<file path="config.mk">
export PLATFORM = sky130hd
export DESIGN_NAME = mel_energy_serializer
export DESIGN_NICKNAME = d
export VERILOG_FILES = /design/src/rtl/mel_energy_serializer.sv
export SDC_FILE = /design/constraint.sdc
export NUM_CORES = 2
export LEC_CHECK = 0
export ABC_CLOCK_PERIOD_IN_PS = 44100
export CAP_MARGIN = 20
export CORE_AREA = 2 2 513 515
export DETAILED_ROUTE_END_ITERATION = 16
export DIE_AREA = 0 0 515 517
export PLACE_DENSITY = 0.46
export SLEW_MARGIN = 5
export SYNTH_ARGS = -nofsm -noshare
export SYNTH_HDL_FRONTEND = slang
export SYNTH_SLANG_ARGS = --single-unit
</file>
<file path="constraint.sdc">
create_clock -name clk_in -period 44.1 [get_ports clk_in]
set_input_delay 8.82 -clock clk_in [delete_from_list [all_inputs] [get_ports clk_in]]
set_output_delay 8.82 -clock clk_in [all_outputs]
set_load 0.01 [all_outputs]
</file>
<file path="src/rtl/mel_energy_serializer.sv">
// Serializes one captured vector of mel filterbank energies into a valid/ready beat stream.
// Optional MEL_LOG2_EN: each beat carries a piecewise-linear log2 (Q5.FRAC_BITS) of the energy.
module mel_energy_serializer #(
    parameter int NUM_FILTERS = 40,
    parameter int FRAC_BITS   = 8
) (
    input  logic                           clk_in,
    input  logic                           rst_in,
    input  logic [31:0]                    filtered_data_in [NUM_FILTERS-1:0],
    input  logic                           filtered_valid_in,
    output logic                           filtered_ready_out,
    output logic [31:0]                    mel_data_out,
    output logic                           mel_valid_out,
    output logic                           mel_last_out,
    output logic [$clog2(NUM_FILTERS)-1:0] mel_index_out,
    input  logic                           mel_ready_in
);

    localparam int IDX_W = $clog2(NUM_FILTERS);
    localparam logic [IDX_W-1:0] LAST_IDX = IDX_W'(NUM_FILTERS - 1);

    if (NUM_FILTERS < 2) begin : g_bad_num_filters
        $error("mel_energy_serializer: NUM_FILTERS must be >= 2");
    end
    if (FRAC_BITS < 1 || FRAC_BITS > 26) begin : g_bad_frac_bits
        $error("mel_energy_serializer: FRAC_BITS must be in 1..26");
    end

    typedef enum logic {
        ST_IDLE,
        ST_STREAM
    } state_t;

    state_t            state_q, state_d;
    logic [IDX_W-1:0]  idx_q, idx_d;
    logic [31:0]       buf_q [NUM_FILTERS-1:0];
    logic              capture;

`ifdef MEL_LOG2_EN
    // Normalise so the leading one sits at bit 31; the bits below it are the mantissa.
    function automatic logic [31:0] log2_q(input logic [31:0] v);
        logic [4:0]  msb;
        logic [31:0] norm;
        logic [31:0] res;
        msb = '0;
        for (int i = 0; i < 32; i++) begin
            if (v[i]) msb = 5'(i);
        end
        norm = v << (5'd31 - msb);
        res = '0;
        res[FRAC_BITS +: 5]    = msb;
        res[FRAC_BITS-1:0]     = norm[30 -: FRAC_BITS];
        if (v == '0) res = '0;
        return res;
    endfunction
`endif

    always_ff @(posedge clk_in) begin
        if (rst_in) begin
            state_q <= ST_IDLE;
        end else begin
            state_q <= state_d;
        end
    end

    always_ff @(posedge clk_in) begin
        if (rst_in) begin
            idx_q <= '0;
            for (int i = 0; i < NUM_FILTERS; i++) begin
                buf_q[i] <= '0;
            end
        end else begin
            idx_q <= idx_d;
            if (capture) begin
                for (int i = 0; i < NUM_FILTERS; i++) begin
                    buf_q[i] <= filtered_data_in[i];
                end
            end
        end
    end

    always_comb begin
        state_d = state_q;
        idx_d   = idx_q;
        capture = 1'b0;
        case (state_q)
            ST_IDLE: begin
                if (filtered_valid_in) begin
                    capture = 1'b1;
                    idx_d   = '0;
                    state_d = ST_STREAM;
                end
            end
            ST_STREAM: begin
                if (mel_ready_in) begin
                    if (idx_q == LAST_IDX) begin
                        idx_d   = '0;
                        state_d = ST_IDLE;
                    end else begin
                        idx_d = idx_q + IDX_W'(1);
                    end
                end
            end
            default: begin
                state_d = ST_IDLE;
                idx_d   = '0;
            end
        endcase
    end

    // Outputs depend only on registered state, index and buffer.
    always_comb begin
        filtered_ready_out = (state_q == ST_IDLE);
        mel_valid_out      = (state_q == ST_STREAM);
        mel_last_out       = (state_q == ST_STREAM) && (idx_q == LAST_IDX);
        mel_index_out      = idx_q;
`ifdef MEL_LOG2_EN
        mel_data_out       = log2_q(buf_q[idx_q]);
`else
        mel_data_out       = buf_q[idx_q];
`endif
    end

endmodule

</file>
Word-level counts from Yosys, hierarchy flattened
Memory sizes are Yosys's and may differ from the RTL's. A register that Yosys moved wholly into a read port is not among the register bits.
Index checks and enable logic that the tools add are counted.

storage, ports and cells
  memories = 1
  bits in writable memories = 1280
  ROM bits = 0
  register bits after elaboration = 7
  latch bits = 0
  logic and storage cells = 106
  output and inout bits = 41

memory list
  memory  words  bits a word  rd ports  clocked after Yosys merged registers in  write ports  RTL line  source
  buf_q   40     32           1         1                                        40           36        logic [31:0] buf_q [NUM_FILTERS-1:0];

cells by class
  add/sub/neg operators = 1
  div/mod/pow operators = 0
  multiply operators = 0
  muxes and demuxes = 56
  magnitude comparators = 0
  equality and inequality tests = 3
  shift operators = 0
  reduce and logical (&&, ||, !) cells = 2
  bitwise gates (word level) = 41

operators with widths
  kind                                          number
  two-way mux 32 bit                            40
  bitwise OR 1 bit                              40
  two-way mux 6 bit                             5
  one-hot mux 6 bit (2 select lines)            1
  two-way mux 1 bit                             9
  adder 6 x 1 -> 6 bit, second input constant   1
  == test 6 bit, second input constant          1
  inequality test 2 bit, second input constant  2
  one-hot mux 1 bit (2 select lines)            1
  AND reduction 2 bit                           1
  logical AND 1 bit                             1
  inverter 1 bit                                1

Logic depth before layout (Yosys ltp)
  depth in word-level cells = 6
  gate-level depth with buffers = 8
  mapped depth without buffers = 6

Worst setup path after synthesis
Ideal clock, no wire load.

  path type = in2reg
  from = input rst_in
  to = memory buf_q[0][0], enable pin
  stages on the path = 3
  path buffers = 2
  arrival time = 39.651 ns
  slack = 2.557 ns
  path through = clkbuf_1 -> buf_1 -> nand2b_1

RTL lines
  what         RTL line  source
  from (decl)  8         input logic rst_in,
  to (decl)    36

==> impl_metrics.yaml <==
yosys:
  postSynthAreaPerCell_um2: 14.91
  ys_async_sr_fraction_pct: 0
  synth-seq-cells: 1293
  syn_area_um2: 58720
  synth-edff-count: 1280
  ys_top_cells_by_area: "edfxtp_1 (65%), and2_1 (12%), mux2i_1 (8.7%), mux4_2 (2.5%), nor2b_1 (2.1%)"
  yosys_warnings: 0
  synth_cells: 3937
  synth_fp_nets: 5222
  ys.flop_type: "edfxtp_1"
  yosysTopAreaCell: "edfxtp_1"
  synth_top_area_share_pct: 65.46
  seq_area_frac_synth_pct: 65.91
  yosysUniqueCellTypes: 38
sta:
  tightest_slew_ps: 1503
  hold_viol_final: 0
  fin_crit_sh_pct: 39.29
  fin_setup_tns_ps: 0
  fmax_mhz: 57.71
  drv_slew: 1
  rsz0062_at_grt: "no"
  skew_ps: 42.77
  period_minus_slack_ps: 17330
  setup_viol: 0
  maxSlewHeadroom_pct: -0.2074
placement:
  port_buffers: 1324
  place_hpwl_um: 201900
  place_area_um2: 75560
  gp_congestion: 0.8557
cts:
  cts.clk_slew.worst_paths_ps: 60
  cts_resized: 0
  cts_buffers: 157
  cts_hold_buf: 0
  cts_root_buf: "clkbuf_16"
  clock_latency_ps: 820
  cts_setup_buffers: 0
  ctsHtreeMaxLevel: 4
  cts_sinks: 1293
  cts_buffer_depth: 3
  tritoncts: "done"
setup_path:
  path_cells: "buf_4 > buf_4 > buf_12 > buf_4 > mux2i_1 > a22o_1 > a221oi_1 > o22ai_1 > o41ai_2 > clkdlybuf4s50_1"
  crit_cells: 10
  worstPathArrival_ps: 8510
  worstSetupPathType: "reg2out"
  worstSetupEndpoint: "mel_data_out[14]"
  ff2ff_path_depth: 7
  critical_path.endpoint_type: "output port"
  crit_family: "buffers and inverters"
  worstPathRequired_ps: 35280
  slowest_delay_ps: 1140
  crit_buf_inv: 5
  rr_endpoint: "buf_q[31][29]"
  rrSetupSlack_ps: 38050
  critPathMaxFanout: 91
  cp_slowest_cell: "a221oi_1"
  worstSetupStartpointType: "register"
  crit_top_cell: "buf_4"
  r2r_start: "mel_valid_out"
die:
  start_util_pct: 22.49
  die_h_um: 517
  die_area_um2: 266300
  die_x_um: 515
  io_pins: 1325
  core_area_um2: 261100
  rows: 188
drt:
  vias: 38620
  first_pass_iters: 5
  vias_per_cell: 4.386
  totalWireLength_um: 266800
  wl_per_cell_um: 30.30
  antenna_left: 0
  drc: 0
  drt-initial-drc-count: 3491
final_layout:
  layout_common_cells: "clkdlybuf4s50_1 (1,323), edfxtp_1 (1,280), and2_1 (1,089)"
  postLayoutCoreUtil_pct: 30.86
  area_growth_pct: 37.23
  multi_input_area_um2: 18650
  drive_above_1_share_pct: 8.643
  seqCellArea_um2: 38710
  nFillCells: 26160
  final_common_cell: "clkdlybuf4s50_1"
  nets: 6492
  design_area_um2: 80580
run_status:
  violations: "max-slew violations"
  status: "finished, violations left"
global_routing:
  grt_pass1_vias: 39200
  grt_overflow: 0
  grt_max_degree: 175
  grt_use_total_pct: 19.24
  grt_pass1_wl_um: 346400
  antenna_found_initial: 118
power:
  ir_drop_uv: 39.81
  p_leak_nw: 28.20
  cellPowerDensity_nw_per_um2: 38.54
job:
  maxCapViolCount: 0
worst_hold_path:
  hold_class: "reg2reg"
==> synthesized netlist by cell type (4+ instances only) <==
master	n
nor2_1	11
edfxtp_1	1280
buf_4	29
a221oi_1	39
buf_1	18
nor2b_1	195
mux4_2	64
clkbuf_1	190
buf_8	5
mux2i_1	512
nand2_1	37
a21oi_1	68
clkbuf_4	9
o41ai_2	32
a22o_1	64
dfxtp_1	13
and2_1	1090
nand2b_1	4
mux2_2	32
a22oi_1	130
buf_2	30
a221oi_2	25
buf_6	12
o22ai_1	32
==> report_power, final <==
| group | total [W] | switching, W | internal, W |
|---|---|---|---|
| Combinational | 0.000356 | 0.000174 | 0.000182 |
| Clock | 0.00126 | 0.000555 | 0.000707 |
| Sequential | 0.00149 | 0.0000328 | 0.00145 |
| Total | 0.00311 | 0.000762 | 0.00234 |
==> worst min-delay path: cells and delay by family, from the launching register on <==
family,cells,cell delay (ps)
flops,1,350
compound gates,1,130
simple gates,1,50
==> kinds of logic after synthesis <==
logic type                 count (synthesis)  synth area share, %
adders and majority gates                  1              0.02131
and+or+nand+nor                         1345                14.12
AOI/OAI and AO/OA                        396                5.717
muxes                                    608                11.80
DFF                                     1293                65.91
buffers and inverters                    294                2.436
==> registers in the layout, indices dropped and copies added (netlist names), named ones only <==
name           count
mel_index_out      6
mel_valid_out      1
buf_q           1280
==> worst min path at each step <==
| stage | startpoint | to | cells past startpoint |
|---|---|---|---|
| floorplan | mel_index_out[5] | register | 2 |
| global placement | mel_index_out[0] | register | 2 |
| detailed placement | mel_index_out[0] | register | 2 |
| CTS | mel_index_out[0] | register | 2 |
| global route | mel_index_out[0] | register | 2 |
| finish | mel_index_out[0] | register | 2 |
==> cell type report <==
| class | instances | area share, % |
|---|---|---|
| antenna | 51 | 0.1584 |
| clock buffer | 191 | 5.061 |
| clock inverter | 95 | 0.9690 |
| inverter | 1 | 0.004658 |
| multi-input combinational | 2350 | 23.14 |
| sequential | 1293 | 48.04 |
| tap | 3420 | 5.311 |
| timing repair buffer | 1404 | 17.31 |
==> metal layers <==
metal	share of wire (%)	routed length (um)	track usage (%)
met1	44	116700	25.61
met2	47	124700	30.89
met3	7.4	19720	5.063
met4	2.0	5295	4.970
met5	0.15	391	0
==> metrics by stage <==
step                setup slack [ps]  hold slack, ps  std cells  power (W)
CTS                            26540           576.9       8753   0.003149
floorplan                       2557           550.1       3937   0.001752
finish                         26770           573.3       8805   0.003106
detailed placement             27490           565.6       8467   0.001876
global placement               27480           565.6       8458   0.001875
global route                   26480           603.7       8772   0.003208
(Power assumes the default switching activity.)
